--- config.mk ---
export PLATFORM = sky130hd
export DESIGN_NAME = udp_depacketizer
export DESIGN_NICKNAME = d
export VERILOG_FILES = /design/src/rtl/udp_depacketizer.sv
export SDC_FILE = /design/constraint.sdc
export NUM_CORES = 1
export LEC_CHECK = 0
export ABC_AREA = 1
export CORE_UTILIZATION = 50
export CTS_CLUSTER_DIAMETER = 150
export DETAILED_ROUTE_END_ITERATION = 10
export PLACE_DENSITY = 0.76
export SETUP_SLACK_MARGIN = 0.5
export SYNTH_ARGS = -nofsm -noshare
export SYNTH_HDL_FRONTEND = slang
export SYNTH_SLANG_ARGS = --single-unit
--- constraint.sdc ---
create_clock -name clk -period 5.48 [get_ports clk]
set_input_delay 1.096 -clock clk [delete_from_list [all_inputs] [get_ports clk]]
set_output_delay 1.096 -clock clk [all_outputs]
set_load 0.02 [all_outputs]
--- src/rtl/udp_depacketizer.sv ---
// Receive-side IQ-over-UDP depacketizer: filters fixed-format frames and writes {I,Q} words to the DAC FIFO.
// Optional macro SEQ_CHECK_EN enables sequence-gap accounting on lost_frames.
module udp_depacketizer #(
    parameter logic [47:0] LOCAL_MAC   = 48'h021234567890,
    parameter logic [31:0] LOCAL_IP    = {8'd10, 8'd0, 8'd0, 8'd2},
    parameter logic [15:0] LOCAL_PORT  = 16'd32179,
    parameter int          FRAME_BYTES = 1514,
    parameter int          HDR_BYTES   = 50
) (
    input  logic        clk,
    input  logic        rst,
    input  logic [7:0]  rx_data,
    input  logic        rx_sop,
    input  logic        rx_eop,
    input  logic        rx_err,
    input  logic        rx_dval,
    output logic        rx_rdy,
    output logic        wr_en,
    output logic [31:0] wr_data,
    input  logic        wr_full,
    output logic [31:0] frames_ok,
    output logic [15:0] frames_dropped,
    output logic [15:0] overflow_cnt,
    output logic [15:0] lost_frames,
    output logic [63:0] last_seq
);

    localparam int IW = 11;
    localparam logic [IW-1:0] LAST_IDX  = IW'(FRAME_BYTES - 1);
    localparam logic [IW-1:0] HDR_LAST  = IW'(HDR_BYTES - 1);
    localparam logic [IW-1:0] SEQ_FIRST = IW'(HDR_BYTES - 8);

    typedef enum logic [1:0] {IDLE, HEADER, PAYLOAD, DROP} state_t;

    state_t        state_q, state_d;
    logic [IW-1:0] idx_q, idx_d;
    logic [63:0]   seq_shadow_q, seq_shadow_d;
    logic [15:0]   i_q, i_d;
    logic [7:0]    q_lo_q, q_lo_d;
    logic [31:0]   wr_data_q, wr_data_d;
    logic          wr_pend_q, wr_pend_d;
    logic [31:0]   frames_ok_q, frames_ok_d;
    logic [15:0]   frames_dropped_q, frames_dropped_d;
    logic [15:0]   overflow_cnt_q, overflow_cnt_d;
    logic [63:0]   last_seq_q, last_seq_d;
    logic [1:0]    drop_inc;
    logic          good;
    logic [1:0]    lane;
    logic [2:0]    seq_slot;

    function automatic logic hdr_match(input logic [IW-1:0] idx, input logic [7:0] b);
        logic m;
        m = 1'b1;
        case (idx)
            11'd0:  m = (b == LOCAL_MAC[47:40]);
            11'd1:  m = (b == LOCAL_MAC[39:32]);
            11'd2:  m = (b == LOCAL_MAC[31:24]);
            11'd3:  m = (b == LOCAL_MAC[23:16]);
            11'd4:  m = (b == LOCAL_MAC[15:8]);
            11'd5:  m = (b == LOCAL_MAC[7:0]);
            11'd12: m = (b == 8'h08);
            11'd13: m = (b == 8'h00);
            11'd14: m = (b == 8'h45);
            11'd23: m = (b == 8'h11);
            11'd30: m = (b == LOCAL_IP[31:24]);
            11'd31: m = (b == LOCAL_IP[23:16]);
            11'd32: m = (b == LOCAL_IP[15:8]);
            11'd33: m = (b == LOCAL_IP[7:0]);
            11'd36: m = (b == LOCAL_PORT[15:8]);
            11'd37: m = (b == LOCAL_PORT[7:0]);
            11'd38: m = (b == 8'h05);
            11'd39: m = (b == 8'hC8);
            default: m = 1'b1;
        endcase
        return m;
    endfunction

    assign lane     = 2'(idx_q - IW'(HDR_BYTES));
    assign seq_slot = 3'(idx_q - SEQ_FIRST);

    always_comb begin
        state_d          = state_q;
        idx_d            = idx_q;
        seq_shadow_d     = seq_shadow_q;
        i_d              = i_q;
        q_lo_d           = q_lo_q;
        wr_data_d        = wr_data_q;
        wr_pend_d        = 1'b0;
        drop_inc         = 2'd0;
        good             = 1'b0;

        if (rx_dval) begin
            if (rx_sop) begin
                // A sop always restarts parsing; any frame in flight is abandoned as dropped.
                if (state_q != IDLE) drop_inc = drop_inc + 2'd1;
                if (rx_eop) begin
                    drop_inc = drop_inc + 2'd1;
                    state_d  = IDLE;
                    idx_d    = '0;
                end else begin
                    idx_d   = IW'(1);
                    state_d = hdr_match('0, rx_data) ? HEADER : DROP;
                end
            end else begin
                case (state_q)
                    HEADER: begin
                        idx_d = idx_q + IW'(1);
                        if (idx_q >= SEQ_FIRST) seq_shadow_d[{seq_slot, 3'b000} +: 8] = rx_data;
                        if (rx_eop) begin
                            drop_inc = 2'd1;
                            state_d  = IDLE;
                            idx_d    = '0;
                        end else if (!hdr_match(idx_q, rx_data)) begin
                            state_d = DROP;
                        end else if (idx_q == HDR_LAST) begin
                            state_d = PAYLOAD;
                        end
                    end
                    PAYLOAD: begin
                        idx_d = idx_q + IW'(1);
                        case (lane)
                            2'd0: i_d[7:0]  = rx_data;
                            2'd1: i_d[15:8] = rx_data;
                            2'd2: q_lo_d    = rx_data;
                            default: begin
                                wr_data_d = {i_q, rx_data, q_lo_q};
                                wr_pend_d = 1'b1;
                            end
                        endcase
                        if (idx_q == LAST_IDX) begin
                            if (!rx_eop) begin
                                state_d = DROP;
                            end else begin
                                state_d = IDLE;
                                idx_d   = '0;
                                if (rx_err) drop_inc = 2'd1;
                                else        good     = 1'b1;
                            end
                        end else if (rx_eop) begin
                            drop_inc = 2'd1;
                            state_d  = IDLE;
                            idx_d    = '0;
                        end
                    end
                    DROP: begin
                        if (rx_eop) begin
                            drop_inc = 2'd1;
                            state_d  = IDLE;
                            idx_d    = '0;
                        end
                    end
                    default: ;
                endcase
            end
        end

        frames_ok_d      = frames_ok_q + 32'(good);
        frames_dropped_d = frames_dropped_q + 16'(drop_inc);
        overflow_cnt_d   = overflow_cnt_q + 16'(wr_pend_q & wr_full);
        last_seq_d       = good ? seq_shadow_q : last_seq_q;
    end

    always_ff @(posedge clk) begin
        if (rst) begin
            state_q          <= IDLE;
            idx_q            <= '0;
            seq_shadow_q     <= '0;
            i_q              <= '0;
            q_lo_q           <= '0;
            wr_data_q        <= '0;
            wr_pend_q        <= 1'b0;
            frames_ok_q      <= '0;
            frames_dropped_q <= '0;
            overflow_cnt_q   <= '0;
            last_seq_q       <= '0;
        end else begin
            state_q          <= state_d;
            idx_q            <= idx_d;
            seq_shadow_q     <= seq_shadow_d;
            i_q              <= i_d;
            q_lo_q           <= q_lo_d;
            wr_data_q        <= wr_data_d;
            wr_pend_q        <= wr_pend_d;
            frames_ok_q      <= frames_ok_d;
            frames_dropped_q <= frames_dropped_d;
            overflow_cnt_q   <= overflow_cnt_d;
            last_seq_q       <= last_seq_d;
        end
    end

`ifdef SEQ_CHECK_EN
    logic [15:0] lost_frames_q, lost_frames_d;
    logic        have_seq_q, have_seq_d;

    // The first good frame after reset only seeds last_seq; later gaps accumulate modulo 2^16.
    always_comb begin
        lost_frames_d = lost_frames_q;
        have_seq_d    = have_seq_q | good;
        if (good && have_seq_q && (seq_shadow_q != last_seq_q + 64'd1))
            lost_frames_d = lost_frames_q + 16'(seq_shadow_q[15:0] - last_seq_q[15:0] - 16'd1);
    end

    always_ff @(posedge clk) begin
        if (rst) begin
            lost_frames_q <= '0;
            have_seq_q    <= 1'b0;
        end else begin
            lost_frames_q <= lost_frames_d;
            have_seq_q    <= have_seq_d;
        end
    end

    assign lost_frames = lost_frames_q;
`else
    assign lost_frames = '0;
`endif

    assign rx_rdy         = ~rst;
    assign wr_en          = wr_pend_q & ~wr_full;
    assign wr_data        = wr_data_q;
    assign frames_ok      = frames_ok_q;
    assign frames_dropped = frames_dropped_q;
    assign overflow_cnt   = overflow_cnt_q;
    assign last_seq       = last_seq_q;

endmodule

; After elaboration in Yosys (flattened, before gate mapping)
; Cells that the tools add are included.
[word_totals]
ff_bits = 262
latch_bits = 0
ramBits = 0
rom_bits = 0
in_bits = 15
out_inout_bits = 178
word_cells = 132
mem_count = 0
[op_classes]
n_addsub = 8
multipliers = 0
n_div = 0
n_lt_le_gt_ge = 1
eq_ne = 40
shifts = 2
n_mux = 42
bitwise_logic = 8
reduce_logical = 19
[op_table]
columns = operator, n
row1 = $eq 11x6->1 const B, 7
row2 = $bwmux 64, 1
row3 = $shift 8x8->64 const A, 1
row4 = $shiftx 8x8->64, 1
row5 = $eq 11x4->1 const B, 3
row6 = $eq 11x5->1 const B, 3
row7 = $mux 11, 3
row8 = $add 32x1->32, 1
row9 = $eq 8x7->1 const B, 4
row10 = $mux 2, 15
row11 = $eq 8x8->1 const B, 3
row12 = $eq 11x2->1 const B, 2
row13 = $eq 11x3->1 const B, 2
row14 = $pmux 11 s2, 1
row15 = $reduce_and 4->1, 5
row16 = $mux 1, 19
row17 = $add 16x1->16, 1
row18 = $add 16x2->16, 1
row19 = $eq 8x4->1 const B, 2
row20 = $eq 8x5->1 const B, 2
row21 = $pmux 1 s15, 1
row22 = $add 11x1->11 const B, 1
row23 = $eq 11x1->1 const B, 1
row24 = $eq 11x11->1 const B, 1
row25 = 26 further kinds, 39

; Longest topological paths before layout
[logic_depth]
ltp_word = 11
depth_mapped = 26
ltp_nobuf = 24

; Least setup slack after synthesis
; Ideal clock, no wire load.
[synth_path]
path_type = input to register
from = input port rx_sop
to = register frames_ok_q[30] (netlist: frames_ok[30])
setup_ns = 0.131
arrival_ns = 3.761
required_time_ns = 5.349
setup_slack_ns = 1.588
stages = 23
path_buffers = 3
cell_sequence = buf_4 > nor2_1 > inv_1 > nor2_1 > nand3_2 > inv_2 > buf_6 > buf_2 > ha_1 > ha_1 > nand2_1 > inv_2 > nand4_2 > nor2_2 > nand2_1 > nor2_2 > nand3_2 > nor2_1 > nand2_1 > nor3_2 > nand3_2 > nor3_1 > nor3b_2
[synth_between]
elab_chain_cells = 3
[synth_lines]
columns = item, line_no
row1 = from (decl), 13  ; input logic rx_sop,
row2 = $mux 1, 93  ; if (rx_sop) begin
row3 = $mux 1, 92  ; if (rx_dval) begin
row4 = named net good, 47  ; logic good;
row5 = $add 32x1->32, 157  ; frames_ok_d = frames_ok_q + 32'(good);
row6 = to (signal assigned), 184  ; frames_ok_q <= frames_ok_d;
row7 = to (decl), 42  ; logic [31:0] frames_ok_q, frames_ok_d;
; The timed path passes the listed nets, and every way through them passes these cells.
; A chain may end at the register's enable or synchronous reset.

; Worst setup path in the final report
[layout_path]
from = register idx_q[0]
to = register frames_ok_q[30] (netlist: frames_ok[30])
[layout_between]
elab_chain_cells = 6
[layout_lines]
columns = item, line_no
row1 = from (decl), 36  ; logic [IW-1:0] idx_q, idx_d;
row2 = from (signal assigned), 178  ; idx_q <= idx_d;
row3 = $eq 11x11->1, 130  ; if (idx_q == LAST_IDX) begin
row4 = $mux 1, 130
row5 = $mux 1, 105  ; case (state_q)
row6 = $mux 1, 93
row7 = $mux 1, 92
row8 = $add 32x1->32, 157
; No other way between the ends.

==> metrics <==
GRT Max-Usage Layer=met2; Worst-Skew Late Latency=~0.54 ns; # H-tree levels=1; global-route wire length before repair=between 40 and 50 mm; ys async rst share=0%; Synth Warn #=0; Total GRT Usage=a little under a quarter; largest area contributor in the netlist=dfxtp_1; Reg-to-Reg End=frames_ok[30]; kind of path behind the tightest hold check=flop to flop; CTS resizes=0; critical path depth in cells=22; TritonCTS Sinks=262; Finished Cell Area=13,800 um^2; Max VDD drop=about 230 uV; maximum number of pins on one net before global-route repair=around 140; die area=approximately 23,000 um^2; fin cells=approximately 1,900; GR Layer Usage met1=~32%; initial core utilization=50.8%; register area=about 5200 um^2; top cell type's share of synthesized area=47.5%; Cell Rows=54; CP Data Required Time=5.89 ns; mean routed wirelength per cell=roughly 14 um; Yosys reg bits=262; CTS root buf=clkbuf_16; CTS tree=done; critical path's slowest cell=dfxtp_1; area grow syn2layout=24.5%; Core Region=21,800 um^2; Num CTS Buffers=27; worst-path maximum fanout=19; Max Freq=between 200 and 250 MHz; CP Cell Sequence=ha_1, inv_1, nor4_1, nand3_1, nor2_1, nand3_2, inv_2, ha_1, ha_1, nand2_1, inv_2, nand4_2, nor2_2, nand2_1, nor2_2, nand3_2, nor2_1, nand2_1, nor3_2, nand3_2, nor3_1, nor3b_2; fin crit share=between 70% and 80%; Setup CP Type=flop to flop; antenna violations before repair=0; post-route ant nets=0; grt met2 use=between 30 and 40%; CP peak stage delay=a little over 0.6 ns; placed cell area=around 13,000 um^2; clock slew at reported path FFs=around 0.060 ns; DRT Pass-1 Iters=8; Mapped Area=around 11,000 um^2; gpl congestion=between 0.9 and 1; final count of hold timing violations=0; Critical Path End Type=flop; Critical Path Start=idx_q[0]; critical path's top delay family=simple AND/OR/NAND/NOR gates; R2R setup slack=between 1 and 1.5 ns; Gate Count Post-Synth=1,457; hold_buf cts=0; Post-Route WL=approximately 27 mm; reg2reg start=idx_q[0]; dpl cells=1,856; Lkg Pwr=around 0.0052 uW; Post-synth EDFFs=0; Hold Startpoint=seq_shadow_q[4]; endpoints failing setup=0; sequential share of the synthesized area=a little under half; detailed placer's ending HPWL=19.1 mm; Setup crit start kind=flop; vias per std cell=5.22; Post-synth top flop=dfxtp_1; GRT overflow=0; met3 Use GR=3.27%; Unique masters post-synth=44; status=finished clean; Setup WS pre-CTS=0.877 ns; CP Buf/Inv Count=3; setup ws final=~1.3 ns; Layout Skew=around 0.0064 ns; multi-input logic area=between 4000 and 5000 um^2; CP Data Arrival Time=about 4.6 ns; Final TNS setup=0 ns; RSZ-0062 raised after global routing=no; # nets final=~1,600; DRT iter0 DRCs=a little under 700; filler cell count=between 1,500 and 2,000; worst reg-to-reg path cell count=22; fin. max-slew vios=0; pwr/cell area=291 nW/um^2; number of antenna diodes=0; number of global-route vias before repair=~9,000; I/O pins=~190; final critical path time including I/O delays and setup=roughly 4.2 ns; DIE HEIGHT=approximately 150 um; layout cells sized above 1=around 6%; max_cap viols=0; Slew @ Worst Pin=~1.1 ns; Synth area leaders=dfxtp_1, o21ai_0, a21oi_1; DR DRC count=0; Via Count=between 9,000 and 10,000; Syn Area/Cell=around 7.6 um^2; Relative slew margins=slightly below 30%; end of the critical path=frames_ok[30]; DIE WIDTH=151 um; postcts setup bufs=0; # port buffers=176; Clock Path Buffers=3; total power draw=approximately 4000 uW
==> layout make-up <==
cell class | count | area share, %
multi-input combinational | 966 | 35.1
clock inverter | 10 | 0.873
inverter | 167 | 4.57
sequential | 262 | 38.1
timing repair buffer | 181 | 13.1
clock buffer | 37 | 5.69
tap | 280 | 2.55
==> Yosys cell counts (2+ instances only) <==
| master | n |
|---|---|
| a211oi_1 | 2 |
| a21oi_1 | 185 |
| buf_2 | 12 |
| buf_4 | 20 |
| buf_6 | 3 |
| clkbuf_1 | 41 |
| clkinv_1 | 3 |
| dfxtp_1 | 262 |
| ha_1 | 20 |
| inv_1 | 155 |
| inv_2 | 9 |
| nand2_1 | 121 |
| nand2_2 | 5 |
| nand3_1 | 59 |
| nand3_2 | 6 |
| nand4_1 | 11 |
| nor2_1 | 221 |
| nor2_2 | 10 |
| nor2_4 | 3 |
| nor3_1 | 37 |
| nor3_2 | 8 |
| nor3b_1 | 3 |
| nor4_1 | 4 |
| nor4_2 | 2 |
| nor4_4 | 2 |
| o21a_1 | 8 |
| o21ai_0 | 221 |
| o21ai_1 | 2 |
| xor2_1 | 7 |
==> tightest hold or removal path, cell delays in order (launching register included) <==
cell and delay (ns):
dfxtp_1 0.29, inv_1 0.06, a21oi_1 0.05
==> power by group <==
group	switching (uW)	internal [uW]	leakage [uW]	total, uW
logic	167	68.0	0.00264	235
clock network	751	1090	0.000444	1840
registers	9.59	1910	0.00211	1920
total	928	3080	0.00519	4000
==> layer usage <==
metal	part of all wire [%]	up-vias	routed length, um
li1	-	5091	-
met1	47	4544	12700
met2	47	250	12900
met3	4.4	41	1190
met4	1.9	0	510
met5	0	-	0
==> stage by stage <==
| stage | hold WS [ns] | util [%] |
|---|---|---|
| after floorplan | 0.420 | - |
| after CTS | 0.455 | 63.2 |
| after global placement | 0.441 | 59.1 |
| after global routing | 0.473 | 63.2 |
| after detailed placement | 0.440 | 59.1 |
| final | 0.454 | 63.2 |
==> kinds of logic after synthesis <==
logic type               Yosys count  share of synthesized area, %
AO/OA/AOI/OAI                    425                          19.7
XOR/XNOR                           8                         0.634
adder cells (fa/ha/maj)           21                          2.45
buffers and inverters            244                          9.31
flip-flops                       262                          47.5
other                              1                        0.0339
AND/OR/NAND/NOR                  496                          20.4
==> state kept, by name, summed over array words and instances (netlist names) <==
name            count
seq_shadow_q       64
overflow_cnt       16
wr_pend_q           1
frames_ok          32
i_q                16
frames_dropped     16
wr_data            32
q_lo_q              8
idx_q              11
last_seq           64
state_q             2
==> cells in the final DEF (no fill, tap or decap), types with 2 or more instances in the layout <==
cell / instances
nand2_2: 5
nor2_4: 3
dfxtp_1: 262
clkdlybuf4s50_1: 176
clkinv_2: 5
nand2_1: 121
buf_4: 5
nor2_2: 10
o21ai_0: 221
nor3b_1: 3
clkbuf_1: 3
conb_1: 16
nor4_2: 2
clkbuf_8: 7
o21a_1: 8
inv_1: 155
nor3_2: 8
o21ai_1: 2
clkbuf_16: 27
a21oi_1: 185
nand4_1: 11
clkinvlp_4: 2
nor4_1: 4
nor4_4: 2
a211oi_1: 2
nand3_1: 59
clkinv_1: 2
nor2_1: 221
bufinv_16: 2
nor3_1: 37
ha_1: 20
xor2_1: 7
nand3_2: 6
inv_2: 9
==> worst min-delay path by stage <==
stage / to / slack [ns] / depth (start not counted)
after detailed placement: last_seq[17] / 0.44 / 2
after floorplan: last_seq[17] / 0.42 / 2
final: last_seq[4] / 0.45 / 2
after global placement: seq_shadow_q[1] / 0.44 / 2
after CTS: last_seq[4] / 0.45 / 2
after global routing: last_seq[30] / 0.47 / 2
Note: power is estimated with default switching activity, not from simulation.
==> patch (config.mk and constraints unchanged) <==
Change the localparam `IW` from 11 to 22.
--- a/src/rtl/udp_depacketizer.sv
+++ b/src/rtl/udp_depacketizer.sv
@@ -27,3 +27,3 @@
 
-    localparam int IW = 11;
+    localparam int IW = 22;
     localparam logic [IW-1:0] LAST_IDX  = IW'(FRAME_BYTES - 1);
Formal check against the unedited RTL: no difference found for any inputs over 4 cycles, from zero or initial values and one cycle with rst high; that may be too few to reach the edited logic, so the function may still have changed.
==> patch against the original RTL <==
  * Design area increased by 3.9%
  * Total power rose by 0.71%
  * Area after synthesis up 5.4%
  * Utilization down 0.31 points
  * Synthesized cell count rose by 4.7%
  * Global-route usage up 0.45 points
  * Combinational power rose by 6%
  * Worst setup slack worse by 0.092 ns
  * Sequential share of layout area up 0.12 points
  * Routed wire length up 7.8%
  * Count of clock-buffer cells in the layout is 5 higher
  * Fmax down 2.1%
  * Non-clock buffer count is the same
  * Sequential cell count is 11 higher
  * Critical endpoint is now frames_dropped[14]
  * Highest routed layer unchanged
==> patch: results (changes against the original RTL) <==
- Status: finished clean
- Vias in the first global route: 9542 (+8.7%)
- Filler instances: 2028 (+7.9%)
- Via count: 10559 (+6.4%)
- Pre-CTS setup slack: 0.774 ns (-0.103 ns)
- Total CTS buffers: 28 (+3.7%)
- Ranking of synthesized cells by area: dfxtp_1 (47%), o21ai_0 (9.1%), a21oi_1 (9.0%)
- Routability cong.: 0.892 (-1.9%)
- Slew Limit Headroom: 28.3% (-1.0 points)
- Dpl hpwl: 20100 um (+5.5%)
- Synth top cells by count: dfxtp_1 (273), o21ai_0 (212), a21oi_1 (209)
- Xor/xnor cell area share of the yosys netlist: 0.150% (-0.48 points)
- Register area share after synthesis: 46.9% (-0.54 points)
- Multi-input logic area: 5070 um2 (+5.0%)
- Metal-1 WL: 13100 um (+2.9%)
- Final min period: 4.28 ns (+0.0918 ns)
- Skew final: 0.0152 ns (+0.00875 ns)
- Worst IR drop on VDD: 0.177 mV (-23%)
- R2R cell count: 24 (+9.1%)
- Post-synthesis compound-gate area fraction: 21.1% (+1.4 points)
- Fraction of area in registers: 38.2% (+0.12 points)
- Crit path max fanout: 4 (-15)
- Multi-Input Combinational: 984 (+1.9%)
- Met2 wire length: 13800 um (+7.4%)
- DRT Pass-1 Iters: 5 (-3)
- Worst reg2reg startpoint: idx_q[1]
- Final-layout clock-cell area share: 6.01% (-0.56 points)
- Met2 GRT Util: 40.4% (+1.7 points)
- Worst setup endpoint: frames_dropped[14]
- Critical Path AT: 4.69 ns (+0.08 ns)
- Max incr delay on CP: 0.58 ns (-0.04 ns)
- Clock sink count: 273 (+4.2%)
- Total Routing Usage GR: 23.9% (+0.45 points)
- NonClk Buf Share: 12.6% (-0.52 points)
==> patch: cell count changes in the layout (fill, tap and decap cells not counted), sizes merged, moves of 12 or more <==
| cell | unedited run | this run |
|---|---|---|
| nor2 | 234 | 176 |
| inv | 166 | 191 |
| a21oi | 185 | 209 |
| a211oi | 2 | 15 |
| nor4 | 8 | 20 |
==> patch: per-stage QoR <==
| stage | util, % | instance area, um2 | cells | hold slack, ns |
|---|---|---|---|---|
| 2_1_floorplan | - | 11700 | 1540 | 0.430 |
| 5_1_grt | 62.9 | 14300 | 1969 | 0.473 |
| 4_1_cts | 62.9 | 14300 | 1969 | 0.456 |
| 3_5_place_dp | 59.1 | 13400 | 1921 | 0.446 |
| 3_3_place_gp | 59.1 | 13400 | 1921 | 0.438 |
| 6_report | 62.9 | 14300 | 1969 | 0.454 |
==> patch: power breakdown <==
group	internal [mW]	switching, mW
clock	1.03	0.751
sequential	1.99	0.00859
combinational	0.0702	0.178
total	3.10	0.937
